[config.mk]
export PLATFORM = sky130hd
export DESIGN_NAME = mmio_router_flat
export DESIGN_NICKNAME = d
export VERILOG_FILES = /design/src/rtl/mmio_router_if.sv /design/src/rtl/mmio_router.sv /design/src/flat_wrapper.sv
export SDC_FILE = /design/constraint.sdc
export NUM_CORES = 1
export LEC_CHECK = 0
export ABC_CLOCK_PERIOD_IN_PS = 1600
export CAP_MARGIN = 20
export CORE_AREA = 4 4 131 133
export DETAILED_ROUTE_END_ITERATION = 16
export DIE_AREA = 0 0 135 137
export GPL_TIMING_DRIVEN = 0
export PLACE_DENSITY_LB_ADDON = 0.2
export SETUP_SLACK_MARGIN = 0.5
export SKIP_CTS_REPAIR_TIMING = 1
export SLEW_MARGIN = 20
export SYNTH_ARGS = -nofsm -noshare
export SYNTH_HDL_FRONTEND = slang
export SYNTH_SLANG_ARGS = --single-unit
[constraint.sdc]
create_clock -name clk -period 1.6 [get_ports clk]
set_input_delay 0.32 -clock clk [delete_from_list [all_inputs] [get_ports clk]]
set_output_delay 0.32 -clock clk [all_outputs]
set_load 0.005 [all_outputs]
[src/rtl/mmio_router_if.sv]
// Bus bundle between the CPU data port, cache manage unit and MMIO devices.
// The router takes the slave modport; the environment (CPU/cache/devices) takes master.
interface mmio_router_if #(
    parameter int NUM_DEV = 4,
    parameter int ADDR_W  = 30
);
    logic                    cpu_read;
    logic                    cpu_write;
    logic [ADDR_W-1:0]       cpu_addr;
    logic [31:0]             cpu_wdata;
    logic [3:0]              cpu_byte_en;
    logic [31:0]             cpu_rdata;
    logic                    cpu_stall;
    logic                    mem_read;
    logic                    mem_write;
    logic [31:0]             mem_rdata;
    logic                    mem_stall;
    logic [NUM_DEV-1:0]      dev_en;
    logic                    dev_we;
    logic [ADDR_W+1:0]       dev_addr;
    logic [7:0]              dev_wdata;
    logic [31:0]             dev_wword;
    logic [32*NUM_DEV-1:0]   dev_rdata;
    logic [NUM_DEV-1:0]      dev_rdy;
    logic                    err;

    modport slave (
        input  cpu_read, cpu_write, cpu_addr, cpu_wdata, cpu_byte_en,
        output cpu_rdata, cpu_stall,
        output mem_read, mem_write,
        input  mem_rdata, mem_stall,
        output dev_en, dev_we, dev_addr, dev_wdata, dev_wword,
        input  dev_rdata, dev_rdy,
        output err
    );

    modport master (
        output cpu_read, cpu_write, cpu_addr, cpu_wdata, cpu_byte_en,
        input  cpu_rdata, cpu_stall,
        input  mem_read, mem_write,
        output mem_rdata, mem_stall,
        input  dev_en, dev_we, dev_addr, dev_wdata, dev_wword,
        output dev_rdata, dev_rdy,
        input  err
    );
endinterface

[src/rtl/mmio_router.sv]
// Data-side address router: cache pass-through or per-device MMIO handshake.
// Optional MMIO_TIMEOUT_EN forces completion (0xDEADBEEF, sticky err) after TIMEOUT WAIT cycles.
//
// state | meaning
// IDLE  | decode; pass non-device traffic to the cache, launch device access on a hit
// WAIT  | device selected; minimum latency counts down, then wait for dev_rdy
// DONE  | one unstalled cycle presenting the captured device read data
module mmio_router #(
    parameter int                    NUM_DEV  = 4,
    parameter int                    ADDR_W   = 30,
    parameter int                    DATA_W   = 32,
    parameter int                    SEL_HI   = 29,
    parameter int                    SEL_LO   = 26,
    parameter logic [4*NUM_DEV-1:0]  DEV_CODE = 16'hFEDC,
    parameter logic [4*NUM_DEV-1:0]  DEV_LAT  = 16'h1001,
    parameter int                    TIMEOUT  = 64
) (
    input  logic          clk,
    input  logic          rst,
    mmio_router_if.slave  bus
);

    localparam int IDX_W = (NUM_DEV > 1) ? $clog2(NUM_DEV) : 1;

    typedef enum logic [1:0] {
        ST_IDLE,
        ST_WAIT,
        ST_DONE
    } state_t;

    state_t              r_state, w_state_nxt;
    logic [IDX_W-1:0]    r_idx, w_idx_nxt;
    logic [3:0]          r_cnt, w_cnt_nxt;
    logic [DATA_W-1:0]   r_rdata, w_rdata_nxt;

    logic                w_req;
    logic [3:0]          w_sel;
    logic                w_hit_any;
    logic [IDX_W-1:0]    w_hit_idx;
    logic [1:0]          w_off;
    logic [7:0]          w_lane;
    logic [NUM_DEV-1:0]  w_dev_en;
    logic                w_dev_we;

`ifdef MMIO_TIMEOUT_EN
    localparam int TW = $clog2(TIMEOUT + 1);
    logic [TW-1:0]       r_tcnt, w_tcnt_nxt;
    logic                r_err, w_err_nxt;
`else
    logic [31:0]         w_unused_timeout;
    assign w_unused_timeout = 32'(TIMEOUT);
`endif

    assign w_req = bus.cpu_read | bus.cpu_write;
    assign w_sel = bus.cpu_addr[SEL_HI:SEL_LO];

    // Scan high to low so the lowest matching index wins on overlapping codes.
    always_comb begin
        w_hit_any = 1'b0;
        w_hit_idx = '0;
        for (int i = NUM_DEV - 1; i >= 0; i--) begin
            if (w_req && (w_sel == DEV_CODE[4*i +: 4])) begin
                w_hit_any = 1'b1;
                w_hit_idx = IDX_W'(i);
            end
        end
    end

    // Byte offset from one-hot enables; anything else falls back to lane 0.
    always_comb begin
        case (bus.cpu_byte_en)
            4'b1000: w_off = 2'd0;
            4'b0100: w_off = 2'd1;
            4'b0010: w_off = 2'd2;
            4'b0001: w_off = 2'd3;
            default: w_off = 2'd0;
        endcase
    end

    always_comb begin
        case (w_off)
            2'd0:    w_lane = bus.cpu_wdata[7:0];
            2'd1:    w_lane = bus.cpu_wdata[15:8];
            2'd2:    w_lane = bus.cpu_wdata[23:16];
            default: w_lane = bus.cpu_wdata[31:24];
        endcase
    end

    assign bus.dev_addr  = {bus.cpu_addr, w_off};
    assign bus.dev_wdata = w_lane;
    assign bus.dev_wword = bus.cpu_wdata;

    always_ff @(posedge clk) begin
        if (rst) begin
            r_state <= ST_IDLE;
            r_idx   <= '0;
            r_cnt   <= '0;
            r_rdata <= '0;
        end else begin
            r_state <= w_state_nxt;
            r_idx   <= w_idx_nxt;
            r_cnt   <= w_cnt_nxt;
            r_rdata <= w_rdata_nxt;
        end
    end

`ifdef MMIO_TIMEOUT_EN
    always_ff @(posedge clk) begin
        if (rst) begin
            r_tcnt <= '0;
            r_err  <= 1'b0;
        end else begin
            r_tcnt <= w_tcnt_nxt;
            r_err  <= w_err_nxt;
        end
    end
    assign bus.err = r_err;
`else
    assign bus.err = 1'b0;
`endif

    always_comb begin
        w_state_nxt   = r_state;
        w_idx_nxt     = r_idx;
        w_cnt_nxt     = r_cnt;
        w_rdata_nxt   = r_rdata;
        w_dev_en      = '0;
        w_dev_we      = 1'b0;
        bus.mem_read  = 1'b0;
        bus.mem_write = 1'b0;
        bus.cpu_stall = 1'b0;
        bus.cpu_rdata = r_rdata;
`ifdef MMIO_TIMEOUT_EN
        w_tcnt_nxt    = r_tcnt;
        w_err_nxt     = r_err;
`endif
        case (r_state)
            ST_IDLE: begin
                if (w_hit_any) begin
                    w_dev_en      = NUM_DEV'(1) << w_hit_idx;
                    w_dev_we      = bus.cpu_write;
                    bus.cpu_stall = 1'b1;
                    w_idx_nxt     = w_hit_idx;
                    w_cnt_nxt     = DEV_LAT[4*w_hit_idx +: 4];
`ifdef MMIO_TIMEOUT_EN
                    w_tcnt_nxt    = TW'(TIMEOUT - 1);
`endif
                    w_state_nxt   = ST_WAIT;
                end else begin
                    bus.mem_read  = bus.cpu_read;
                    bus.mem_write = bus.cpu_write;
                    bus.cpu_rdata = bus.mem_rdata;
                    bus.cpu_stall = bus.mem_stall;
                end
            end
            ST_WAIT: begin
                w_dev_en      = NUM_DEV'(1) << r_idx;
                w_dev_we      = bus.cpu_write;
                bus.cpu_stall = 1'b1;
                if (r_cnt != 4'd0) begin
                    w_cnt_nxt = r_cnt - 4'd1;
                end
                if ((r_cnt == 4'd0) && bus.dev_rdy[r_idx]) begin
                    w_rdata_nxt = bus.dev_rdata[32*r_idx +: 32];
                    w_state_nxt = ST_DONE;
                end
`ifdef MMIO_TIMEOUT_EN
                // Terminal count of the total-WAIT down-counter forces completion.
                else if (r_tcnt == '0) begin
                    w_rdata_nxt = 32'hDEAD_BEEF;
                    w_err_nxt   = 1'b1;
                    w_state_nxt = ST_DONE;
                end else begin
                    w_tcnt_nxt = r_tcnt - TW'(1);
                end
`endif
            end
            ST_DONE: begin
                w_state_nxt = ST_IDLE;
            end
            default: begin
                w_state_nxt = ST_IDLE;
            end
        endcase
    end

    // Device strobes are held off for the whole reset cycle, even with a request pending.
    assign bus.dev_en = rst ? '0   : w_dev_en;
    assign bus.dev_we = rst ? 1'b0 : w_dev_we;

endmodule

[src/flat_wrapper.sv]
// flat-port wrapper written by rule: the top's interface ports become plain ports
module mmio_router_flat 
#(
    parameter int                    NUM_DEV  = 4,
    parameter int                    ADDR_W   = 30,
    parameter int                    DATA_W   = 32,
    parameter int                    SEL_HI   = 29,
    parameter int                    SEL_LO   = 26,
    parameter logic [4*NUM_DEV-1:0]  DEV_CODE = 16'hFEDC,
    parameter logic [4*NUM_DEV-1:0]  DEV_LAT  = 16'h1001,
    parameter int                    TIMEOUT  = 64
)
  (clk, rst, bus_cpu_read, bus_cpu_write, bus_cpu_addr, bus_cpu_wdata, bus_cpu_byte_en, bus_cpu_rdata, bus_cpu_stall, bus_mem_read, bus_mem_write, bus_mem_rdata, bus_mem_stall, bus_dev_en, bus_dev_we, bus_dev_addr, bus_dev_wdata, bus_dev_wword, bus_dev_rdata, bus_dev_rdy, bus_err);
  mmio_router_if #(.NUM_DEV(NUM_DEV), .ADDR_W(ADDR_W)) bus_i ();
  input  logic clk;
  input  logic rst;
  input wire logic [$bits(bus_i.cpu_read)-1:0] bus_cpu_read;
  input wire logic [$bits(bus_i.cpu_write)-1:0] bus_cpu_write;
  input wire logic [$bits(bus_i.cpu_addr)-1:0] bus_cpu_addr;
  input wire logic [$bits(bus_i.cpu_wdata)-1:0] bus_cpu_wdata;
  input wire logic [$bits(bus_i.cpu_byte_en)-1:0] bus_cpu_byte_en;
  output wire logic [$bits(bus_i.cpu_rdata)-1:0] bus_cpu_rdata;
  output wire logic [$bits(bus_i.cpu_stall)-1:0] bus_cpu_stall;
  output wire logic [$bits(bus_i.mem_read)-1:0] bus_mem_read;
  output wire logic [$bits(bus_i.mem_write)-1:0] bus_mem_write;
  input wire logic [$bits(bus_i.mem_rdata)-1:0] bus_mem_rdata;
  input wire logic [$bits(bus_i.mem_stall)-1:0] bus_mem_stall;
  output wire logic [$bits(bus_i.dev_en)-1:0] bus_dev_en;
  output wire logic [$bits(bus_i.dev_we)-1:0] bus_dev_we;
  output wire logic [$bits(bus_i.dev_addr)-1:0] bus_dev_addr;
  output wire logic [$bits(bus_i.dev_wdata)-1:0] bus_dev_wdata;
  output wire logic [$bits(bus_i.dev_wword)-1:0] bus_dev_wword;
  input wire logic [$bits(bus_i.dev_rdata)-1:0] bus_dev_rdata;
  input wire logic [$bits(bus_i.dev_rdy)-1:0] bus_dev_rdy;
  output wire logic [$bits(bus_i.err)-1:0] bus_err;
  assign bus_i.cpu_read = bus_cpu_read;
  assign bus_i.cpu_write = bus_cpu_write;
  assign bus_i.cpu_addr = bus_cpu_addr;
  assign bus_i.cpu_wdata = bus_cpu_wdata;
  assign bus_i.cpu_byte_en = bus_cpu_byte_en;
  assign bus_cpu_rdata = bus_i.cpu_rdata;
  assign bus_cpu_stall = bus_i.cpu_stall;
  assign bus_mem_read = bus_i.mem_read;
  assign bus_mem_write = bus_i.mem_write;
  assign bus_i.mem_rdata = bus_mem_rdata;
  assign bus_i.mem_stall = bus_mem_stall;
  assign bus_dev_en = bus_i.dev_en;
  assign bus_dev_we = bus_i.dev_we;
  assign bus_dev_addr = bus_i.dev_addr;
  assign bus_dev_wdata = bus_i.dev_wdata;
  assign bus_dev_wword = bus_i.dev_wword;
  assign bus_i.dev_rdata = bus_dev_rdata;
  assign bus_i.dev_rdy = bus_dev_rdy;
  assign bus_err = bus_i.err;
  mmio_router #(.NUM_DEV(NUM_DEV), .ADDR_W(ADDR_W), .DATA_W(DATA_W), .SEL_HI(SEL_HI), .SEL_LO(SEL_LO), .DEV_CODE(DEV_CODE), .DEV_LAT(DEV_LAT), .TIMEOUT(TIMEOUT)) u_core (.clk(clk), .rst(rst), .bus(bus_i));
endmodule
Word level (Yosys, flattened, before mapping):

Index checks and enable logic that the tools add are counted.

* register bits: 40
* input bits: 235
* output and inout port bits: 113
* logic and storage cells: 70

* add/subtract/negate cells: 1
* $lt $le $gt $ge: 1
* equal/unequal tests: 13
* shifts and indexed selects: 4
* mux-type cells: 32
* bitwise gates (word level): 1
* reduce and logical (&&, ||, !) cells: 14

Operators by type and width (count)
* 128-bit by 8-bit indexed part select with 32-bit output: 1
* 32-bit two-way mux: 2
* 8-bit case mux with 3 select lines: 1
* 4-bit equality test, second input constant: 4
* 4-bit two-way mux: 4
* 4-bit case mux with 2 select lines: 2
* 16-bit by 5-bit indexed part select with 4-bit output, first input constant: 1
* 1-bit two-way mux: 12
* 2-bit two-way mux: 6
* 1-bit by 2-bit << shifter with 4-bit output, first input constant: 2
* 2-bit by 1-bit != test with 1-bit output, second input constant: 3
* 2-bit case mux with 3 select lines: 1
* 2-bit AND reduction: 3
* 1-bit logical AND: 5
* 2-bit by 1-bit equality test with 1-bit output, second input constant: 2
* 4-bit by 1-bit equality test with 1-bit output, second input constant: 1
* 4-bit by 2-bit equality test with 1-bit output, second input constant: 1
* 4-bit by 3-bit equality test with 1-bit output, second input constant: 1
* 2-bit zero test: 2
* 4-bit zero test: 1
* 1-bit case mux with 2 select lines: 2
* 2-bit case mux with 2 select lines: 1
* 4-bit nonzero test: 1
* 4-bit by 1-bit subtractor with 4-bit output, second input constant: 1
* other kinds (6): 6

Logic depth before layout (Yosys ltp):

* depth in word-level cells: 10
* depth in mapped cells: 8
* gate-level depth less buffers: 6

Least setup slack after synthesis:

Ideal clock, no wire load.

* kind: input to output
* start point: input port bus_cpu_read
* end point: output port bus_cpu_rdata[10]
* arrival time: 1.404 ns
* slack: -0.124 ns
* cell stages on the path: 4
* cell sequence: o211a_2 nor3_4 buf_4 mux2_1

* cells in the longest elaborated chain, start to end: 8
* elaborated cells between the ends (all ways): 11

Ends and longest elaborated chain
* start: declaration: RTL line flat_wrapper.sv:17 `input wire logic [$bits(bus_i.cpu_read)-1:0] bus_cpu_read;`
* 1-bit bitwise OR (*): RTL line mmio_router.sv:54 `assign w_req = bus.cpu_read | bus.cpu_write;`
* 1-bit logical AND: RTL line mmio_router.sv:62 `if (w_req && (w_sel == DEV_CODE[4*i +: 4])) begin`
* 1-bit two-way mux (3 in series): RTL line mmio_router.sv:62
* 1-bit two-way mux (*): RTL line mmio_router.sv:62
* 32-bit two-way mux (*): RTL line mmio_router.sv:139 `if (w_hit_any) begin`
* 32-bit two-way mux (*): RTL line mmio_router.sv:137 `case (r_state)`
* end: declaration: RTL line flat_wrapper.sv:22 `output wire logic [$bits(bus_i.cpu_rdata)-1:0] bus_cpu_rdata;`

Mark *: on every way between the ends. The rest lies on a longest branch, timed or not.

Worst setup path in the final report:

* start point: input port bus_cpu_write
* end point: output port bus_cpu_rdata[16]

* cells in the longest elaborated chain, start to end: 8
* elaborated cells between the ends (all ways): 11

Ends and longest elaborated chain
* start: declaration: RTL line flat_wrapper.sv:18 `input wire logic [$bits(bus_i.cpu_write)-1:0] bus_cpu_write;`
* 1-bit bitwise OR (*): RTL line mmio_router.sv:54
* 1-bit logical AND: RTL line mmio_router.sv:62
* 1-bit two-way mux (3 in series): RTL line mmio_router.sv:62
* 1-bit two-way mux (*): RTL line mmio_router.sv:62
* 32-bit two-way mux (*): RTL line mmio_router.sv:139
* 32-bit two-way mux (*): RTL line mmio_router.sv:137

Marks and branches as above.

==> qor.yml <==
final_hold_viol_count: 0
critPathMaxFanout: 7
yosysWarnings: 0
r2r_start: "u_core.r_idx[0]"
synth_cell_types: 45
cap_violations: 0
hpwl_um: 14900
vias: 4548
p_leak_nw: 4.32
synthToLayoutAreaGrowth_pct: 131
die_w_um: 135
grt_pass1_vias: 4637
drive_above_1_share: 0.506
async_flop_share: 0
fin_nets: 1010
antenna_found_initial: 4
min_from: "bus_cpu_addr[26]"
rows: 46
synth_common_cells: "buf_4, nand2_1, a21oi_1, dfxtp_1, mux4_2"
yosysMostFrequentCell: "buf_4"
fp.dieH_um: 137
die_area_um2: 18500
drv_slew: 0
overflow: 0
period_minus_slack_ns: 2.08
syn_area_per_cell_um2: 9.25
clk_pin_slew_worst_paths_ns: 0.06
globalplace.congestion: 0.857
finalCritPeriodShare: 1.30
layout_setup_ws_ns: -0.476
start_util: 0.235
rsz0062_at_grt: "yes"
grt_use_total: 0.170
syn_nets: 641
firstDrtPassIters: 4
hold_depth: 3
grt_max_degree: 13
ys_top_cells_by_area: "dfxtp_1, mux4_2, buf_4"
design.core.area_um2: 15800
routed_wl_um: 18900
numCtsBuffers: 5
vdd_drop_max_v: 0.000408
powerDensity_nw_per_um2: 480
io-pin-count: 348
worstSetupPathType: "in2out"
synth_edf_count: 0
reg2reg_setup_slack_ns: -0.10
synth-main-ff-cell: "dfxtp_1"
status: "finished with violations"
clock_latency_ns: 0.28
cts_tree: "yes"
syn_area_um2: 3730
drtIter0Drc: 146
antenna_left: 0
via_per_inst: 4.60
yosys_register_bits: 40
fin_worst_skew_ns: 0.00682
finalPower_mw: 4.13
htree_num_levels: 2
worstRegToRegCells: 6
finalSetupViolCount: 79
syn_inst: 403
routedWlPerCell_um: 19.1
min_to: "u_core.r_idx[0]"
worst_slew_pin_slew_ns: 0.758
yosys.area.top_type: "dfxtp_1"
worstPathRequired_ns: 1.28
drc_errors: 0
netlist.area_leader.share: 0.215
fillCellCount: 1399
grt_first_pass_wirelength_um: 24500
cts_root_buf: "clkbuf_16"
end_kind: "output port"
port_buffers: 319
hold_class: "in2reg"
max_slew_margin: 0.495
violations: "setup timing"
clock_path_buffers: 2
cts_sinks: 40
crit_arrival_ns: 1.76
cp-start-kind: "primary input"
clock.fmax_mhz: 482
r2r-end: "u_core.r_rdata[4]"
seq_area_frac_synth: 0.215
totalNegativeSetupSlack_ns: -18.52
[where the power goes]
part | switching (mW) | internal, mW
clock | 0.412 | 0.567
sequential | 0.0254 | 1.03
combinational | 0.735 | 1.36
[layout by cell type, fill, tap and decap left out, types with 2 or more instances in the layout]
master and instances:
a21oi_2 34, a21oi_1 10, and2_4 2, nand2_2 10
buf_4 89, dlymetal6s2s_1 84, dfxtp_1 34, mux2_4 32
buf_12 12, ha_1 2, nand2_1 37, clkbuf_1 2
mux2i_1 3, dfxtp_2 3, nor3_1 6, nor2b_4 2
buf_6 29, or3_1 2, o21ai_0 8, buf_2 18
o21ai_1 7, clkbuf_2 41, a2bb2oi_2 3, dfxtp_4 3
inv_2 3, buf_8 7, a2bb2oi_1 5, nor3_2 4
inv_1 3, nor3b_4 4, nor2_1 6, o21ai_2 3
clkdlybuf4s50_1 161, clkbuf_4 3, mux4_2 33, clkbuf_16 11
nand2_4 30
[through the flow]
step	util	instances	instance area, um2	hold WS, ns	setup WS [ns]
4_1_cts	0.474	945	7500	0.456	-1.35
3_5_place_dp	0.465	938	7370	0.447	-1.36
3_3_place_gp	0.465	938	7370	0.441	-1.34
2_1_floorplan	-	403	3900	0.432	-0.106
5_1_grt	0.543	988	8590	0.378	-0.515
6_report	0.543	989	8590	0.340	-0.476
[per-layer routing]
metal / vias up / part of all wire / global-route usage
met2: 207 / 0.57 / 0.352
met4: 4 / 0.022 / 0.0437
li1: 2121 / - / -
met5: - / 0.0013 / 0
met1: 2185 / 0.34 / 0.161
met3: 31 / 0.074 / 0.0489
[worst max-delay path by stage]
| stage | slack [ns] | endpoint | start |
|---|---|---|---|
| after floorplan | -0.11 | bus_cpu_rdata[13] | bus_cpu_read |
| after global placement | -1.34 | bus_cpu_rdata[28] | bus_cpu_write |
| after detailed placement | -1.36 | bus_cpu_rdata[28] | bus_cpu_write |
| after CTS | -1.35 | bus_cpu_rdata[24] | bus_cpu_write |
| after global routing | -0.52 | bus_cpu_rdata[21] | bus_cpu_write |
| final | -0.48 | bus_cpu_rdata[16] | bus_cpu_write |
[registers in the layout, indices dropped and copies added, names as in the netlist]
register and count:
u_core.r_idx 2, u_core.r_state 2, u_core.r_rdata 32, u_core.r_cnt 4
[critical path: stages]
cell	delay, ns
buf_8	0.10
o211a_4	0.28
nor3_4	0.23
buf_12	0.16
buf_8	0.11
clkbuf_16	0.14
mux2_4	0.30
clkbuf_2	0.11
[logic make-up (layout without fill, tap and decap cells)]
| logic type | Yosys count | after routing | share of synthesized area |
|---|---|---|---|
| flip-flops | 40 | 40 | 0.215 |
| adder cells (fa/ha/maj) | 3 | 3 | 0.0101 |
| multiplexers | 68 | 68 | 0.304 |
| AND/OR/NAND/NOR | 114 | 114 | 0.161 |
| XOR/XNOR | 1 | 1 | 0.00235 |
| buffers and inverters | 97 | 466 | 0.181 |
| AO/OA/AOI/OAI | 79 | 79 | 0.126 |
| other | 1 | 2 | 0.00101 |
[area by class of cell]
class | instances | area [um2] | area share
antenna | 1 | 2.50 | 0.000291
buffer | 91 | 836 | 0.0973
clock buffer | 5 | 125 | 0.0146
clock inverter | 2 | 12.5 | 0.00146
inverter | 6 | 22.5 | 0.00262
multi-input combinational | 266 | 2860 | 0.333
sequential | 40 | 816 | 0.0949
tap | 216 | 270 | 0.0315
timing repair buffer | 362 | 3650 | 0.424
No activity file was read; power rests on OpenSTA's default activity.
